## config.mk

```make
export PLATFORM = sky130hd
export DESIGN_NAME = roachf_seed_load_ctrl
export DESIGN_NICKNAME = d
export VERILOG_FILES = /design/src/rtl/roachf_seed_pkg.sv /design/src/rtl/roachf_rise_det.sv /design/src/rtl/roachf_seed_load_ctrl.sv
export SDC_FILE = /design/constraint.sdc
export NUM_CORES = 1
export LEC_CHECK = 0
export CELL_PAD_IN_SITES_DETAIL_PLACEMENT = 2
export CELL_PAD_IN_SITES_GLOBAL_PLACEMENT = 2
export CORE_MARGIN = 1
export CORE_UTILIZATION = 32
export CTS_CLUSTER_SIZE = 40
export DETAILED_ROUTE_END_ITERATION = 8
export PLACE_DENSITY = 0.95
export RECOVER_POWER = 100
export SLEW_MARGIN = 20
export SYNTH_ARGS = -nofsm -noshare
export SYNTH_HDL_FRONTEND = slang
export SYNTH_SLANG_ARGS = --single-unit
export TNS_END_PERCENT = 50
```

## constraint.sdc

```tcl
create_clock -name user_clk -period 6.85 [get_ports user_clk]
set_input_delay 1.7125 -clock user_clk [delete_from_list [all_inputs] [get_ports user_clk]]
set_output_delay 1.7125 -clock user_clk [all_outputs]
set_load 0.02 [all_outputs]
```

## src/rtl/roachf_seed_pkg.sv

```systemverilog
// Shared types and constants for the ROACH F-engine LFSR seed loader.
package roachf_seed_pkg;

    typedef enum logic [1:0] {
        IDLE  = 2'd0,
        ARMED = 2'd1,
        LOAD  = 2'd2,
        DONE  = 2'd3
    } seed_state_e;

    localparam int unsigned CTRL_ARM = 0;
    localparam int unsigned CTRL_IMM = 1;
    localparam int unsigned CTRL_CLR = 2;

    localparam int unsigned STATUS_BUSY      = 0;
    localparam int unsigned STATUS_ARMED     = 1;
    localparam int unsigned STATUS_OVERRUN   = 2;
    localparam int unsigned STATUS_LANES_LSB = 8;
    localparam int unsigned STATUS_LANES_W   = 8;
    localparam int unsigned STATUS_SEQ_LSB   = 16;
    localparam int unsigned STATUS_SEQ_W     = 16;

    localparam logic [31:0] DEFAULT_SEED_STRIDE = 32'h9E3779B9;

    // Software-visible status word, MSB first.
    typedef struct packed {
        logic [STATUS_SEQ_W-1:0]   seq_count;
        logic [STATUS_LANES_W-1:0] lanes_loaded;
        logic [4:0]                rsvd;
        logic                      overrun;
        logic                      armed;
        logic                      busy;
    } seed_status_t;

    // An all-zero seed would lock an LFSR, so substitute 1.
    function automatic logic [31:0] nonzero_seed(input logic [31:0] seed);
        return (seed == 32'h0) ? 32'h0000_0001 : seed;
    endfunction

endpackage

```

## src/rtl/roachf_rise_det.sv

```systemverilog
// Single-bit rising-edge detector with async active-low reset.
module roachf_rise_det (
    input  logic clk,
    input  logic rst_n,
    input  logic i_d,
    output logic o_rise_c
);

    logic r_q;

    always_ff @(posedge clk or negedge rst_n) begin
        if (!rst_n) begin
            r_q <= 1'b0;
        end else begin
            r_q <= i_d;
        end
    end

    assign o_rise_c = i_d & ~r_q;

endmodule

```

## src/rtl/roachf_seed_load_ctrl.sv

```systemverilog
// Loads software-armed derived seeds into N_LANES F-engine noise LFSRs,
// one lane per valid/ready handshake, optionally gated by the F-engine sync.
module roachf_seed_load_ctrl
    import roachf_seed_pkg::*;
#(
    parameter int unsigned N_LANES     = 8,
    parameter logic [31:0] SEED_STRIDE = DEFAULT_SEED_STRIDE
) (
    input  logic                       user_clk,
    input  logic                       user_rst_n,
    input  logic [31:0]                seed_data,
    input  logic [31:0]                ctrl_reg,
    input  logic                       sync_in,
    output logic [$clog2(N_LANES)-1:0] lane_sel,
    output logic [31:0]                lane_seed,
    output logic                       lane_valid,
    input  logic                       lane_ready,
    output logic                       done_pulse,
    output logic [31:0]                status_reg
);

    localparam int unsigned SEL_W = $clog2(N_LANES);
    localparam logic [SEL_W-1:0] LAST_LANE = SEL_W'(N_LANES - 1);

    seed_state_e r_state;
    seed_state_e w_state_nxt;

    logic [31:0]      r_acc;
    logic [SEL_W-1:0] r_lane_sel;
    logic [31:0]      r_lane_seed;
    logic             r_lane_valid;
    logic             r_done_pulse;
    logic [7:0]       r_lanes_loaded;
    logic [15:0]      r_seq_count;
    logic             r_overrun;
    logic             r_busy;
    logic             r_armed;

    logic [31:0]      w_acc_nxt;
    logic [SEL_W-1:0] w_sel_nxt;
    logic [7:0]       w_lanes_nxt;
    logic             w_ovr_nxt;
    logic             w_done_nxt;
    logic             w_arm_rise;
    logic             w_clr_rise;
    logic             w_accept;
    logic             w_last;
    seed_status_t     w_status;
    logic             w_unused_ctrl;

    assign w_unused_ctrl = &{1'b0, ctrl_reg[31:3]};

    roachf_rise_det u_arm_det (
        .clk      (user_clk),
        .rst_n    (user_rst_n),
        .i_d      (ctrl_reg[CTRL_ARM]),
        .o_rise_c (w_arm_rise)
    );

    roachf_rise_det u_clr_det (
        .clk      (user_clk),
        .rst_n    (user_rst_n),
        .i_d      (ctrl_reg[CTRL_CLR]),
        .o_rise_c (w_clr_rise)
    );

    assign w_accept = (r_state == LOAD) & r_lane_valid & lane_ready;
    assign w_last   = w_accept & (r_lane_sel == LAST_LANE);

    always_ff @(posedge user_clk or negedge user_rst_n) begin
        if (!user_rst_n) begin
            r_state <= IDLE;
        end else begin
            r_state <= w_state_nxt;
        end
    end

    always_comb begin
        w_state_nxt = r_state;
        case (r_state)
            IDLE: begin
                if (w_arm_rise) begin
                    w_state_nxt = ctrl_reg[CTRL_IMM] ? LOAD : ARMED;
                end
            end
            ARMED: begin
                if (sync_in) begin
                    w_state_nxt = LOAD;
                end
            end
            LOAD: begin
                if (w_last) begin
                    w_state_nxt = DONE;
                end
            end
            DONE:    w_state_nxt = IDLE;
            default: w_state_nxt = IDLE;
        endcase
    end

    // Next values for the registered datapath and outputs.
    always_comb begin
        w_acc_nxt   = r_acc;
        w_sel_nxt   = r_lane_sel;
        w_lanes_nxt = r_lanes_loaded;
        w_ovr_nxt   = r_overrun;
        w_done_nxt  = 1'b0;
        if ((r_state == IDLE) && w_arm_rise) begin
            w_acc_nxt   = seed_data;
            w_sel_nxt   = '0;
            w_lanes_nxt = '0;
        end
        if (w_accept) begin
            w_acc_nxt   = r_acc + SEED_STRIDE;
            w_lanes_nxt = r_lanes_loaded + 8'd1;
            w_sel_nxt   = w_last ? '0 : r_lane_sel + SEL_W'(1);
        end
        if (w_last) begin
            w_done_nxt = 1'b1;
        end
        if (w_clr_rise) begin
            w_ovr_nxt = 1'b0;
        end
        // A set in the same cycle as a clear wins.
        if (w_arm_rise && (r_state != IDLE)) begin
            w_ovr_nxt = 1'b1;
        end
    end

    always_ff @(posedge user_clk or negedge user_rst_n) begin
        if (!user_rst_n) begin
            r_acc          <= '0;
            r_lane_sel     <= '0;
            r_lane_seed    <= '0;
            r_lane_valid   <= 1'b0;
            r_done_pulse   <= 1'b0;
            r_lanes_loaded <= '0;
            r_overrun      <= 1'b0;
            r_busy         <= 1'b0;
            r_armed        <= 1'b0;
        end else begin
            r_acc          <= w_acc_nxt;
            r_lane_sel     <= w_sel_nxt;
            r_lane_seed    <= nonzero_seed(w_acc_nxt);
            r_lane_valid   <= (w_state_nxt == LOAD);
            r_done_pulse   <= w_done_nxt;
            r_lanes_loaded <= w_lanes_nxt;
            r_overrun      <= w_ovr_nxt;
            r_busy         <= (w_state_nxt != IDLE);
            r_armed        <= (w_state_nxt == ARMED);
        end
    end

    // Completed-sequence counter, wraps naturally at 16 bits.
    always_ff @(posedge user_clk or negedge user_rst_n) begin
        if (!user_rst_n) begin
            r_seq_count <= '0;
        end else if (w_last) begin
            r_seq_count <= r_seq_count + 16'd1;
        end
    end

    always_comb begin
        w_status              = '0;
        w_status.seq_count    = r_seq_count;
        w_status.lanes_loaded = r_lanes_loaded;
        w_status.overrun      = r_overrun;
        w_status.armed        = r_armed;
        w_status.busy         = r_busy;
    end

    assign lane_sel   = r_lane_sel;
    assign lane_seed  = r_lane_seed;
    assign lane_valid = r_lane_valid;
    assign done_pulse = r_done_pulse;
    assign status_reg = w_status;

endmodule

```

-- Yosys cells after proc, flatten, opt, wreduce, memory -nomap -nowiden
Cells that the tools add are included.
- register bits: 100
- bits in latches: 0
- bits in writable memories: 0
- ROM bits: 0
- input port bits: 68
- logic and storage cells: 54
- memories kept: 0
- add/subtract/negate cells: 4
- multiply operators: 0
- div/mod/pow operators: 0
- magnitude comparators: 0
- eq/ne operators: 6
- shift-type cells: 0
- multiplexer cells: 16
- bitwise logic cells: 7
- reduce and logical (&&, ||, !) cells: 8
- operators by type and width (cell ; count):
    32-bit 2-to-1 mux ; 3
    32-bit adder (second input constant) ; 1
    32-bit zero test ; 1
    16-bit by 1-bit adder with 16-bit output (second input constant) ; 1
    8-bit 2-to-1 mux ; 2
    3-bit 2-to-1 mux ; 3
    8-bit by 1-bit adder with 8-bit output (second input constant) ; 1
    2-bit 2-to-1 mux ; 4
    2-bit case mux with 4 select lines ; 1
    2-bit nonzero test ; 4
    2-bit equality test (second input constant) ; 3
    1-bit AND ; 5
    2-bit by 1-bit equality test with 1-bit output (second input constant) ; 2
    3-bit by 1-bit adder with 3-bit output (second input constant) ; 1
    3-bit equality test (second input constant) ; 1
    1-bit 2-to-1 mux ; 3
    1-bit logical AND ; 2
    2-bit zero test ; 1
    1-bit NOT ; 2

-- Longest topological paths before layout
Gate-level depths: netlist of run 1.
- depth after elaboration: 7
- mapped depth: 10
- mapped depth without buffers: 9

-- Hierarchy
A second synthesis of run 1 with hierarchy kept.
- cells, all modules: 470
- area, all modules: 4947.2 sq um
- modules (own cells, without submodules) (module ; times used ; cells an instance ; area each (sq um)):
    roachf_seed_load_ctrl ; 1 ; 466 ; 4869.7
    roachf_rise_det ; 2 ; 2 ; 38.8

-- Worst setup path after synthesis of run 1
No wires, ideal clock.
- path kind: in2reg
- start point: input port ctrl_reg[0]
- end point: register r_lane_seed[0], in the netlist lane_seed[0]
- arrival: 3.682 ns
- required time: 6.747 ns
- path slack: 3.065 ns
- stages: 7
- path buffers: 1
- cells stage by stage: nor4b_2 nor2_1 clkbuf_1 o311ai_0 nand3_1 or4_1 o41ai_2
- word-level cells in the longest chain between the ends: 6
- ends and longest elaborated chain (element ; line ; source):
    from (decl) ; roachf_seed_load_ctrl.sv:12 ; input logic [31:0] ctrl_reg,
    1-bit AND ; roachf_rise_det.sv:19 ; assign o_rise_c = i_d & ~r_q;
    1-bit logical AND ; roachf_seed_load_ctrl.sv:108 ; if ((r_state == IDLE) && w_arm_rise) begin
    32-bit 2-to-1 mux ; roachf_seed_load_ctrl.sv:108 ;
    32-bit 2-to-1 mux ; roachf_seed_load_ctrl.sv:113 ; if (w_accept) begin
    via w_acc_nxt[26] ; roachf_seed_load_ctrl.sv:39 ; logic [31:0] w_acc_nxt;
    32-bit zero test ; roachf_seed_pkg.sv:37 ; return (seed == 32'h0) ? 32'h0000_0001 : seed;
    32-bit 2-to-1 mux ; roachf_seed_pkg.sv:37 ;
    to (signal assigned) ; roachf_seed_load_ctrl.sv:144 ; r_lane_seed <= nonzero_seed(w_acc_nxt);
    to (decl) ; roachf_seed_load_ctrl.sv:30 ; logic [31:0] r_lane_seed;
The timed path passes the listed nets, and every way through them passes these cells.
A chain may end at the register's enable or synchronous reset.

-- Worst setup path after layout of run 1
- start point: input port lane_ready
- end point: register r_lane_seed[0], in the netlist lane_seed[0]
- word-level cells in the longest chain between the ends: 4
- ends and longest elaborated chain (element ; line ; source):
    from (decl) ; roachf_seed_load_ctrl.sv:17 ; input logic lane_ready,
    1-bit AND ; roachf_seed_load_ctrl.sv:67 ; assign w_accept = (r_state == LOAD) & r_lane_valid & lane_ready;
    32-bit 2-to-1 mux ; roachf_seed_load_ctrl.sv:113 ;
    via w_acc_nxt[11] ; roachf_seed_load_ctrl.sv:39 ;
    32-bit zero test ; roachf_seed_pkg.sv:37 ;
    32-bit 2-to-1 mux ; roachf_seed_pkg.sv:37 ;
The timed path passes the listed nets, and every way through them passes these cells.

==> flow_metrics.env, run 1 <==
export IMPL_ys_seq_area_frac=0.510
export IMPL_port_buffer_count=102
export IMPL_ioPinCount=137
export IMPL_hold_viol_final=0
export IMPL_status="complete, but fails checks"
export IMPL_worstPathRequired_ns=7.08
export IMPL_cp_slowest_cell="and4b_1"
export IMPL_detailroute_via_count=4297
export IMPL_startpoint_type="input pin"
export IMPL_ir_drop_mv=0.200
export IMPL_synth_simple_gate_area_share=0.166
export IMPL_finalSetupViolations=0
export IMPL_rr_endpoint="lane_seed[0]"
export IMPL_synth_mux_area_frac=0.0125
export IMPL_synthAdderAreaFrac=0.0128
export IMPL_hold_class="reg -> reg"
export IMPL_crit_buf_inv=2
export IMPL_hpwl_um=11500
export IMPL_rsz0062_at_grt="no"
export IMPL_grt_overflow=0
export IMPL_worst_pin_slew_ns=2.66
export IMPL_grt_pass1_vias=4897
export IMPL_p_per_area_mw_per_mm2=479
export IMPL_async_flop_share=1.00
export IMPL_hold_buffers=0
export IMPL_antenna_found_initial=0
export IMPL_power_switching_mw=1.29
export IMPL_crit_family="simple AND/OR/NAND/NOR gates"
export IMPL_synth_top_cell_by_area="dfrtp_1"
export IMPL_drt_wl_total_um=16300
export IMPL_layout_commonest_cell="dfrtp_1"
export IMPL_critPathCapture="lane_seed[0]"
export IMPL_row_count=44
export IMPL_pwr_share_comb=0.454
export IMPL_crit_chain="dlygate4sd3_1, and4b_1, nor2_1, clkbuf_1, a21o_1, a221o_1, nor3_1, nor4bb_1, nand4b_1, o41ai_1"
export IMPL_synth_flop_cell="dfrtp_1"
export IMPL_clkTransAtPathRegs_ns=0.07
export IMPL_synth_xor_area_share=0.0303
export IMPL_viasPerCell=5.78
export IMPL_syn_cell_area_mm2=0.00491
export IMPL_r2r_setup_slack_ns=2.82
export IMPL_synth_seq_cells=100
export IMPL_cp_max_fo=22
export IMPL_cts_setup_buffers=0
export IMPL_yosysTopAreaCellShare=0.510
export IMPL_cp_end_kind="flop"
export IMPL_drtIter0Drc=152
export IMPL_final_net_count=627
export IMPL_synth_cell_types=76
export IMPL_drc=0
export IMPL_slew_viol_final=48
export IMPL_criticalPathCategory="in -> reg"
export IMPL_area_growth_pct=29.8
export IMPL_hold_slack_ns=0.476
export IMPL_dr_pass1_iters=4
export IMPL_rr_startpoint="r_state[0]"
export IMPL_violations="capacitance limit, slew limit"
export IMPL_cap_violations=1
export IMPL_initial_core_util=0.333
export IMPL_ant_nets=0
export IMPL_fmaxAchievable_ghz=0.185
export IMPL_clk_root_buffer_cell="clkbuf_16"
export IMPL_pwr_share_clk=0.200
export IMPL_ys_top_cells_by_area="dfrtp_1 (51%), a221o_1 (3.3%), o21ai_0 (3.0%)"
export IMPL_grt_pass1_wl_um=26600
export IMPL_track_usage=0.218
export IMPL_p_leak_nw=2.72
export IMPL_period_needed_ns=5.39
export IMPL_grt_max_degree=55
export IMPL_crit_cells=10
export IMPL_synth_edf_count=0
export IMPL_startpoint="lane_ready"
export IMPL_layout_drive_gt1_share=0.0698
export IMPL_slew_headroom=-0.775
export IMPL_layout_common_cells="dfrtp_1 (100), dlygate4sd3_1 (67), clkdlybuf4s50_1 (34)"
export IMPL_internal_power_mw=1.76
export IMPL_cts_inserted_buffers=9
export IMPL_cts_tree="built"
export IMPL_cts_num_sinks=100
export IMPL_syn_area_per_cell_um2=10.6
export IMPL_routabilityCongestion=0.797
export IMPL_wl_per_cell_um=22.0
export IMPL_synth_compound_area_frac=0.222
export IMPL_cts_buffer_depth=2
export IMPL_core_mm2=0.0148
export IMPL_die_area_mm2=0.0158
export IMPL_cp_data_arrival_time_ns=5.63
export IMPL_r2r_cells=9
export IMPL_ys_warn_count=0
export IMPL_switching_share=0.424
export IMPL_die_w_um=126
export IMPL_diodes=0
export IMPL_clock_skew_ns=0.00965
export IMPL_clock_latency_ns=0.36
export IMPL_synth_top_family_by_area="compound AO/OA/AOI/OAI gates"
export IMPL_die_y_um=126
export IMPL_min_period_over_period=0.788
export IMPL_htree_levels=3
export IMPL_cts_resized=0
export IMPL_power_frac_seq=0.346
export IMPL_max_stage_delay_ns=0.84
export IMPL_setup_tns_ns=0
export IMPL_synthCells=463
## per-layer routing
layer  up-vias  share of wire  track usage
met2       111           0.52        0.383
met4         0          0.016       0.0645
met1      2220           0.42        0.264
li1       1942              -            -
met3        24          0.040       0.0535
met5         -              0            0
## synth_stat cells, drive strengths merged, types with 3 or more instances
master and n:
xnor2 11, or3 10, o311ai 6, o31ai 8, nand2b 3, a211oi 4, nand3 18, or2 5
a221o 16, dfrtp 100, nand2 30, nor4b 3, xor2 6, nor3b 3, nand4b 3, nor3 18
o21ai 31, ha 5, a31oi 3, inv 11, o2111ai 3, or4 4, o211ai 10, a22oi 6
a21o 5, nand4 11, a22o 5, o22ai 6, nor2 27, mux2i 5, a21oi 14, and3 4
clkbuf 15, buf 17
## cell type report
class / count / area, um2
repair buffers: 108 / 1050
well taps: 184 / 230
clock inverters: 4 / 95.1
multi-input cells: 324 / 2200
flip-flops and latches: 100 / 2500
clock buffers: 12 / 256
fillers: 1531 / 8390
inverters: 11 / 41.3
## worst min path at each step
stage	startpoint	end	slack, ns	depth (start not counted)
2_1_floorplan	u_clr_det.r_q	r_overrun	0.44	2
3_3_place_gp	r_seq_count[15]	r_seq_count[15]	0.46	1
3_5_place_dp	r_seq_count[15]	r_seq_count[15]	0.47	1
4_1_cts	r_seq_count[15]	r_seq_count[15]	0.48	1
5_1_grt	r_seq_count[15]	r_seq_count[15]	0.50	1
6_report	r_seq_count[15]	r_seq_count[15]	0.48	1
## power by group through the flow
stage               logic, mW  clock network (mW)  registers, mW
detailed placement       1.42                   0           1.06
finish                   1.39               0.611           1.05
global placement         1.35                   0           1.04
global route             1.50               0.647           1.09
CTS                      1.45               0.625           1.06
floorplan               0.800                   0           1.11
## registers in the layout (all words and copies together) (netlist names)
register / cells
r_acc: 32
r_overrun: 1
r_busy: 1
lane_valid: 1
r_state: 2
r_armed: 1
lane_seed: 32
r_lanes_loaded: 8
u_arm_det.r_q: 1
r_seq_count: 16
lane_sel: 3
done_pulse: 1
u_clr_det.r_q: 1
## worst register-to-register path, cell delays in order, from the launching register on
cell and delay, ns:
dfrtp_1 0.49, and4b_1 0.92, nor2_1 0.11, clkbuf_1 0.51, a21o_1 0.35, a221o_1 0.33
nor3_1 0.28, nor4bb_1 0.32, nand4b_1 0.18, o41ai_1 0.40
## cells by family after synthesis
group | after synthesis
and+or+nand+nor | 151
AOI/OAI and AO/OA | 140
DFF | 100
buffers and inverters | 43
xor gates and xnor gates | 17
muxes | 6
adders and majority gates | 5
other | 1
## stage by stage
stage / utilization / area (um2) / setup slack (ns) / power [mW] / instances
3_5_place_dp: 0.409 / 6040 / 1.41 / 2.49 / 727
2_1_floorplan: - / 4920 / 3.06 / 1.91 / 467
6_report: 0.432 / 6370 / 1.46 / 3.05 / 743
3_3_place_gp: 0.409 / 6040 / 1.49 / 2.38 / 727
4_1_cts: 0.433 / 6390 / 1.80 / 3.14 / 743
5_1_grt: 0.432 / 6370 / 1.28 / 3.23 / 743
No activity file was read; power rests on OpenSTA's default activity.
==> run 2: changes to the inputs <==
- CORE_UTILIZATION: 32 -> 30
- PLACE_DENSITY: 0.95 -> 0.91
- clock period: 6.85 -> 5.3 ns (I/O delays scaled with it)
==> flow_metrics.env, run 2 (synthesis gave the netlist of run 1 again) <==
export IMPL_worstPathRequired_ns=5.56
export IMPL_htree_levels=3
export IMPL_port_buffer_count=102
export IMPL_violations="capacitance limit, slew limit"
export IMPL_hpwl_um=12400
export IMPL_ant_nets=0
export IMPL_slew_viol_final=60
export IMPL_worst_pin_slew_ns=3.34
export IMPL_die_area_mm2=0.0169
export IMPL_clk_root_buffer_cell="clkbuf_16"
export IMPL_drtIter0Drc=224
export IMPL_nFillCells=1704
export IMPL_cts_num_sinks=100
export IMPL_power_frac_seq=0.352
export IMPL_period_needed_ns=4.83
export IMPL_cts_buffer_depth=2
export IMPL_fmaxAchievable_ghz=0.207
export IMPL_grt_max_degree=60
export IMPL_startpoint_type="input pin"
export IMPL_dpl_worst_slack_ns=0.363
export IMPL_grt_pass1_wl_um=27300
export IMPL_dr_pass1_iters=4
export IMPL_cts_setup_buffers=0
export IMPL_clock_skew_ns=0.0133
export IMPL_antenna_found_initial=0
export IMPL_layout_commonest_cell="dfrtp_1"
export IMPL_ir_drop_mv=0.256
export IMPL_grt_overflow=0
export IMPL_status="complete, but fails checks"
export IMPL_fin_ws_ns=0.472
export IMPL_cts_tree="built"
export IMPL_cp_end_kind="flop"
export IMPL_cap_violations=1
export IMPL_track_usage=0.215
export IMPL_drc=0
export IMPL_detailroute_via_count=4380
export IMPL_layout_drive_gt1_share=0.0746
export IMPL_regArea_mm2=0.00250
export IMPL_hold_viol_final=0
export IMPL_clkTransAtPathRegs_ns=0.08
export IMPL_multi_input_comb_area_mm2=0.00220
export IMPL_drt_wl_total_um=17100
export IMPL_p_per_area_mw_per_mm2=612
export IMPL_routabilityCongestion=0.827
export IMPL_cp_data_arrival_time_ns=5.09
export IMPL_row_count=46
export IMPL_final_net_count=631
export IMPL_cts_inserted_buffers=9
export IMPL_area_growth_pct=30.3
export IMPL_initial_core_util=0.308
export IMPL_core_mm2=0.0159
export IMPL_holdPathStages=1
export IMPL_setup_tns_ns=0
export IMPL_finalSetupViolations=0
export IMPL_layout_common_cells="dfrtp_1 (100), dlygate4sd3_1 (66), clkdlybuf4s50_1 (35)"
export IMPL_pwr_share_comb=0.470
export IMPL_pwr_share_clk=0.178
export IMPL_diodes=0
export IMPL_power_switching_mw=1.73
export IMPL_cts_resized=0
export IMPL_switching_share=0.444
export IMPL_rsz0062_at_grt="no"
export IMPL_hold_buffers=0
export IMPL_die_y_um=130
export IMPL_p_leak_nw=2.71
export IMPL_grt_pass1_vias=4928
export IMPL_cp_max_fo=31
export IMPL_min_period_over_period=0.911
export IMPL_viasPerCell=5.62
export IMPL_slew_headroom=-1.22
export IMPL_criticalPathCategory="in -> reg"
export IMPL_internal_power_mw=2.18
export IMPL_die_w_um=130
export IMPL_clock_latency_ns=0.36
export IMPL_ioPinCount=137
export IMPL_hold_slack_ns=0.496
export IMPL_hold_class="reg -> reg"
export IMPL_wl_per_cell_um=22.0
export IMPL_r2r_cells=9
==> run 2: final timing paths <==
| check | slack, ns | startpoint | to |
|---|---|---|---|
| worst max-delay path | 0.47 | lane_ready | lane_seed[0] |
| worst min-delay path | 0.50 | r_seq_count[15] | r_seq_count[15] |
| worst max register to register | 1.31 | r_state[0] | lane_seed[0] |
| worst min register to register | 0.50 | r_seq_count[15] | r_seq_count[15] |
| max in group asynchronous | 1.24 | user_rst_n | r_acc[25] |
| min in group asynchronous | 2.07 | user_rst_n | done_pulse |
==> run 2: layout make-up <==
type / count / share of cell area
flip-flops and latches: 100 / 0.391
multi-input cells: 324 / 0.344
repair buffers: 112 / 0.168
well taps: 216 / 0.0423
clock buffers: 10 / 0.0374
clock inverters: 6 / 0.0110
inverters: 11 / 0.00646
==> run 2: power groups by stage <==
stage               registers, mW  logic (mW)  clock network (mW)
global placement             1.34        1.76                   0
finish                       1.38        1.84               0.698
CTS                          1.38        1.91               0.716
floorplan                    1.44        1.03                   0
global route                 1.41        1.99               0.742
detailed placement           1.38        1.88                   0
==> run 2: worst max-delay path, cell delays in order <==
cell	delay (ns)
clkdlybuf4s50_1	0.43
nand4b_1	0.11
clkbuf_1	1.07
nor4b_1	0.15
a221o_1	0.36
nor4_1	0.54
nand4b_1	0.26
nor4_1	0.27
nand4b_1	0.23
o41ai_2	0.33
==> run 2: metal layers <==
metal | wire, um | GRT usage | vias up
met3 | 692 | 0.0443 | 36
met2 | 8900 | 0.379 | 134
met4 | 463 | 0.0889 | 0
li1 | - | - | 1946
met5 | 0 | 0 | -
met1 | 7090 | 0.254 | 2264
==> run 2: per-stage QoR <==
stage / util / total power [mW] / cells / cell area (um2)
after floorplan: - / 2.47 / 467 / 4920
after global placement: 0.383 / 3.11 / 763 / 6110
after detailed placement: 0.383 / 3.26 / 763 / 6110
after CTS: 0.403 / 4.01 / 779 / 6420
after global routing: 0.401 / 4.14 / 779 / 6390
final: 0.401 / 3.91 / 779 / 6390
==> edit (settings of run 2) <==
Set the parameter `N_LANES` to 16 (it was 8).
--- a/src/rtl/roachf_seed_load_ctrl.sv
+++ b/src/rtl/roachf_seed_load_ctrl.sv
@@ -5,3 +5,3 @@
 #(
-    parameter int unsigned N_LANES     = 8,
+    parameter int unsigned N_LANES     = 16,
     parameter logic [31:0] SEED_STRIDE = DEFAULT_SEED_STRIDE
Ports: changed (resized lane_sel); port bits go from 137 to 138. The function was not compared with the original's and may differ.
==> edit against run 2 <==
The flow still finishes with violations (capacitance limit, slew limit). Die area increased by 2.7%. Cell area is 1.4% higher. Critical endpoint unchanged. Count of clock-buffer cells in the layout is 3 higher. Power hardly changed. Synthesized cell count increased by 8.4%. Register-to-register slack better by 490 ps. Worst setup slack better by 280 ps. Synthesized area rose by 2.7%. Sequential cell count increased by 1. Hold slack worse by 19 ps. Critical path depth stayed put. Sequential power hardly changed. Wire length is 0.49% lower.
==> edit: results (changes against run 2) <==
| Metric | Value |
|---|---|
| Number of global-route vias before repair | `5109 (was 4928)` |
| Status | `complete, but fails checks (unchanged)` |
| Largest net degree at the start of global routing | `80 (was 60)` |
| Met3 usage | `3.05% (was 4.43%)` |
| Drt pass-1 iters | `6 (was 4)` |
| Peak supply drop | `183 uV (was 256 uV)` |
| Seq/Total Area, Yosys | `50.1% (was 51.0%)` |
| Vias per Instance | `5.59 (was 5.62)` |
| Hold path endpoint | `r_overrun$_DFFE_PN0P_ (was r_seq_count[15]$_DFFE_PN0P_)` |
| WHS Path Cells | `2 (was 1)` |
| Placed inst area | `6230 sq um (was 6110 sq um)` |
| Static leakage | `2.79 nW (was 2.71 nW)` |
| Grt met1 use | `24.7% (was 25.4%)` |
| Nets@finish | `664 (was 631)` |
| Met3 wire length | `614 microns (was 692 microns)` |
| Most frequent cells after synthesis | `dfrtp_1 (101), o21ai_0 (45), nand2_1 (39) (was dfrtp_1 (100), nand2_1 (30), o21ai_0 (29))` |
| Largest cells by area after synthesis | `dfrtp_1 (50%), o21ai_0 (4.5%), a221o_1 (3.0%) (was dfrtp_1 (51%), a221o_1 (3.3%), o21ai_0 (3.0%))` |
| Failing checks | `capacitance limit, slew limit (unchanged)` |
| Clk_skew | `11.0 ps (was 13.3 ps)` |
| Max cap viols | `1 (unchanged)` |
| Overall routed net length | `17100 microns (about the same)` |
| Fillers | `1752 (was 1704)` |
| Final core utilization | `39.4% (was 40.1%)` |
| Hold path startpoint | `u_clr_det.r_q$_DFF_PN0_ (was r_seq_count[15]$_DFFE_PN0P_)` |
| Per-cell routed wire length | `20.9 microns (was 22.0 microns)` |
| DP HPWL | `12400 microns (about the same)` |
| Fin. max-slew vios | `80 (was 60)` |
edit: cell families after synthesis:
logic type | synth area share (%)
simple gates | 16.8
compound gates | 22.0
flops | 50.1
buf+inv | 4.97
xor+xnor | 2.95
mux | 2.06
fa+ha+maj | 0.993
other cells | 0.0744
edit: layout make-up:
type	instances	area share, %
flip-flops and latches	101	39.0
multi-input cells	355	34.7
repair buffers	111	16.8
clock buffers	13	4.32
well taps	220	4.25
inverters	14	0.810
clock inverters	1	0.0772
edit: worst max-delay path, cell delays in order:
cell and delay, ps:
dlygate4sd3_1 600, nor4b_1 660, buf_4 380, nor2_1 150, buf_4 240, o21ai_0 280, o211ai_1 190, nor4_1 460
nand4b_1 180, o41ai_1 330
edit: power by group through the flow:
stage / sequential (mW) / combinational, mW / clock, mW
finish: 1.38 / 1.87 / 0.657
global placement: 1.37 / 1.83 / 0
detailed placement: 1.39 / 1.93 / 0
global route: 1.42 / 2.05 / 0.699
CTS: 1.39 / 1.95 / 0.673
floorplan: 1.44 / 1.09 / 0
